## config.mk

```make
export PLATFORM = sky130hd
export DESIGN_NAME = ram32x8_ctrl
export DESIGN_NICKNAME = d
export VERILOG_FILES = /design/src/rtl/ram32x8_ctrl.sv
export SDC_FILE = /design/constraint.sdc
export NUM_CORES = 1
export LEC_CHECK = 0
export ABC_AREA = 1
export CORE_MARGIN = 2
export CORE_UTILIZATION = 35
export DETAILED_ROUTE_END_ITERATION = 6
export PLACE_DENSITY_LB_ADDON = 0.2
export SKIP_LAST_GASP = 1
export SYNTH_ARGS = -nofsm -noshare
export SYNTH_HDL_FRONTEND = slang
export SYNTH_SLANG_ARGS = --single-unit
```

## constraint.sdc

```tcl
create_clock -name clk -period 1.7 [get_ports clk]
set_clock_uncertainty 0.05 [all_clocks]
set_input_delay 0.34 -clock clk [delete_from_list [all_inputs] [get_ports clk]]
set_output_delay 0.34 -clock clk [all_outputs]
set_load 0.05 [all_outputs]
```

## src/rtl/ram32x8_ctrl.sv

```systemverilog
// Round-robin port arbiter and clear sequencer in front of a 32x8 distributed RAM.
// The block owns the RAM pins: one access takes two cycles (IDLE grant, then ACC), and a clear writes every word once.
module ram32x8_ctrl #(
  parameter int              AW      = 5,
  parameter int              DW      = 8,
  parameter logic [DW-1:0]   CLR_VAL = '0
) (
  input  logic          clk,
  input  logic          rst,
  input  logic          clr_req,
  output logic          clr_busy,
  input  logic          req0,
  input  logic          we0,
  input  logic [AW-1:0] a0,
  input  logic [DW-1:0] d0,
  output logic          gnt0,
  output logic [DW-1:0] q0,
  output logic          qv0,
  input  logic          req1,
  input  logic          we1,
  input  logic [AW-1:0] a1,
  input  logic [DW-1:0] d1,
  output logic          gnt1,
  output logic [DW-1:0] q1,
  output logic          qv1,
  output logic          ram_we,
  output logic [AW-1:0] ram_a,
  output logic [DW-1:0] ram_d,
  input  logic [DW-1:0] ram_o
);

  typedef enum logic [1:0] {IDLE, ACC, CLR} state_t;

  localparam logic [AW-1:0] LAST_ADDR = '1;

  state_t state, state_nxt;
  logic   clr_pend;
  logic   last;   // requester served most recently
  logic   sel;    // requester that would win this cycle
  logic   sel_q;  // requester owning the access in ACC

  assign clr_busy = clr_pend;

  // NOTE: every output of this block gets a default first, so no path leaves
  // a variable unassigned and no latch is inferred.
  always_comb begin
    state_nxt = state;
    gnt0      = 1'b0;
    gnt1      = 1'b0;
    if (req0 && req1) sel = ~last;
    else              sel = req1;
    case (state)
      IDLE: begin
        if (clr_pend) begin
          state_nxt = CLR;
        end else if (req0 || req1) begin
          state_nxt = ACC;
          gnt0      = ~sel;
          gnt1      = sel;
        end
      end
      ACC:     state_nxt = IDLE;
      CLR:     if (ram_a == LAST_ADDR) state_nxt = IDLE;
      default: state_nxt = IDLE;
    endcase
    if (rst) begin
      gnt0 = 1'b0;
      gnt1 = 1'b0;
    end
  end

  // NOTE: sequential state uses non-blocking assignments so every register
  // samples the values from before the edge, independent of statement order.
  always_ff @(posedge clk) begin
    if (rst) state <= IDLE;
    else     state <= state_nxt;
  end

  always_ff @(posedge clk) begin
    if (rst) begin
      ram_we   <= 1'b0;
      ram_a    <= '0;
      ram_d    <= '0;
      q0       <= '0;
      q1       <= '0;
      qv0      <= 1'b0;
      qv1      <= 1'b0;
      clr_pend <= 1'b0;
      last     <= 1'b1;
      sel_q    <= 1'b0;
    end else begin
      qv0 <= 1'b0;
      qv1 <= 1'b0;
      // A clear request arriving while one is already pending or running is dropped.
      if (clr_req && !clr_pend && state != CLR) clr_pend <= 1'b1;
      case (state)
        IDLE: begin
          if (clr_pend) begin
            ram_we <= 1'b1;
            ram_a  <= '0;
            ram_d  <= CLR_VAL;
          end else if (req0 || req1) begin
            ram_we <= sel ? we1 : we0;
            ram_a  <= sel ? a1  : a0;
            ram_d  <= sel ? d1  : d0;
            sel_q  <= sel;
            last   <= sel;
          end
        end
        ACC: begin
          ram_we <= 1'b0;
          if (!ram_we) begin
            if (sel_q) begin
              q1  <= ram_o;
              qv1 <= 1'b1;
            end else begin
              q0  <= ram_o;
              qv0 <= 1'b1;
            end
          end
        end
        CLR: begin
          if (ram_a == LAST_ADDR) begin
            ram_we   <= 1'b0;
            clr_pend <= 1'b0;
          end else begin
            ram_a <= ram_a + 1'b1;
          end
        end
        default: ram_we <= 1'b0;
      endcase
    end
  end

endmodule
```

==> run metrics <==
Clk pin slew, worst setup/hold paths about 70 ps; Initial Utilization 36.19%; setup TNS -26.37 ps; status complete, but fails checks; Tmin final 1726 ps; DP HPWL 3356 um; dpl cell area 0.002654 sq mm; die area 0.005458 sq mm; dominant cell type by area after synthesis dfxtp_1; Die Span Y 73.88 um; # rows 25; crit path capture gnt0; Syn Area/Cell 6.864 sq um; Slew @ Worst Pin 307.6 ps; Net Count, Synth ~290; Ports 76; critical setup path kind input port to output port; Clk Latency, worst-skew pair 280 ps; H-tree Lvls 2; met3 Use GR 5.213%; critical path startpoint category input port; final worst path period share 101.6%; initial antenna violation count 0; Crit Path Max Fanout 5; Reg2Reg Depth 10; EDFF count, synth 0; Primary FF master, synth dfxtp_1; final design utilization 59.76%; layout cells sized above 1 28.41%; top-area cell type share of the netlist area 43.34%; FF-to-FF End ram_a[4]; most frequent cell after synthesis nor2_1; crit-path max cell delay 560 ps; CP Capture Type output port; reg2reg setup slack 150 ps; WP depth 3; Async SR Flop Fraction 0%; fin area between 0.002 and 0.003 sq mm; hold-fix buffers at CTS 0; final setup vio count 1; CORE AREA 0.004723 sq mm; top cells by instance count after synthesis nor2_1 (55), nand2_1 (49), dfxtp_1 (37); Syn Inst Count 249; # port buffers 75; Crit-path slowest cell clkdlybuf4s50_1; Antenna Cells 0; drt wl/cell 10.15 um; met2 usage 28.87%; Slew Limit Headroom roughly four fifths; largest net degree at the start of global routing 17; 1st-iter DRT viols 73; Slew Limit Fails 0; number of synthesized register bits 37; Max Fclk between 0.5 and 0.6 GHz; Yosys warnings 0; Max-cap violations 0; DRC violations left 0; final hold violations 0; Static Leakage 1.341 nW; DR vias/cell around 4.3; RR Startpoint ram_a[0]; GRT Total Usage between 10% and 20%; vias in the first global route 1648; critical path cell sequence clkdlybuf4s50_1, nor3_4, buf_12; Num CTS Buffers 5; Placer Congestion 0.7686; Final Worst Setup Slack -26.37 ps; WHS about 400 ps; CTS tree done; routed via count 1798; remaining global-route overflow 0; Max VDD drop 0.3974 mV; clk sink count 37; Cell Area, Synth 0.001709 sq mm; drt pass-1 iters 4; met1 usage about a fifth; top cells by area, synth dfxtp_1 (43%), nor2_1 (12%), nand2_1 (11%); first-pass GRT wire length 7162 um; Critical Path Source rst; PD cells between 900 and 1000 mW/mm^2; failing checks setup timing; CP required 1310 ps; CP arrival between 1000 and 1500 ps; busiest grt layer met2; die width 73.88 um; post-synthesis sequential area ratio 43.34%; Clock Path Buffers 2; RSZ-0062 raised after global routing yes; crit path buf inv count 2; CP delay by family, top buffers and inverters; area grow syn2layout 65.15%; Cell variety after synth 23; HP Class flop to flop; Final Net Count approximately 400; final wirelength between 4000 and 5000 um; Root Buffer clkbuf_8; ANT nets after route 0
worst min-delay path by stage:
stage,from,endpoint,slack [ps],cells after the start
after floorplan,last,last,380,2
after global placement,sel_q,sel_q,400,2
after detailed placement,sel_q,sel_q,400,2
after CTS,sel_q,sel_q,410,2
after global routing,sel_q,sel_q,430,2
final,sel_q,sel_q,410,2
power by group:
| group | switching, mW | internal [mW] | total, mW |
|---|---|---|---|
| clock network | 0.300 | 0.321 | 0.621 |
| registers | 0.0602 | 0.953 | 1.01 |
| logic | 0.572 | 0.407 | 0.980 |
cells by family (layout without fill, tap and decap cells):
family | Yosys count | in the layout | share of synthesized area, %
compound gates | 33 | 33 | 9.663
fa+ha+maj | 2 | 2 | 1.464
buf+inv | 33 | 135 | 7.833
flops | 37 | 37 | 43.34
simple gates | 144 | 145 | 37.70
flip-flops by register name (all words and copies together), names as in the netlist:
register and count:
qv0 1, ram_d 8, state 2, qv1 1
ram_we 1, q1 8, last 1, sel_q 1
q0 8, clr_busy 1, ram_a 5
what timing repair did:
action,in CTS,in global routing
buffers inserted,4,3
resized for setup,7,4
endpoints found under the setup margin,2,7
pin swaps,4,4
gates cloned,0,1
cell usage in the layout (no fill, tap or decap), types with 2 or more instances in the layout:
cell	n
buf_4	57
nor2_1	54
nand2_1	47
clkdlybuf4s50_1	38
dfxtp_1	33
inv_1	19
o21ai_1	19
nand3_1	18
a21oi_1	12
inv_2	7
nand2_2	6
or2_2	6
clkbuf_8	6
nor2_4	5
buf_12	5
nor3_4	2
or2_1	2
nand3b_1	2
o21ai_0	2
ha_1	2
dlygate4sd2_1	2
dfxtp_4	2
dfxtp_2	2
per-layer routing:
layer | vias to the layer above | share of wire, %
li1 | 986 | -
met1 | 767 | 44
met2 | 43 | 50
met3 | 2 | 5.4
met4 | 0 | 0.45
met5 | - | 0
area by class of cell:
| type | count | area (sq um) |
|---|---|---|
| Timing Repair Buffer | 102 | 925.9 |
| Clock inverter | 1 | 7.507 |
| Clock buffer | 6 | 82.58 |
| Sequential cell | 37 | 750.7 |
| Inverter | 26 | 97.59 |
| Fill cell | 451 | 1901 |
| Multi-Input combinational cell | 180 | 874.6 |
| Tap cell | 67 | 83.83 |
through the flow:
stage / total power, mW / setup slack, ps / std cells
floorplan: 1.593 / -106.8 / 249
global placement: 1.959 / -173.9 / 404
detailed placement: 1.967 / -194.9 / 404
CTS: 2.613 / -32.20 / 415
global route: 2.758 / -101.4 / 419
finish: 2.613 / -26.37 / 419
worst register-to-register path: cells and delay by family, from the launching register on:
kind / cells / cell delay, ps
DFF: 1 / 370
buffers and inverters: 1 / 90
and+or+nand+nor: 7 / 590
adders and majority gates: 2 / 370
Power figures use the tool's default switching activity.
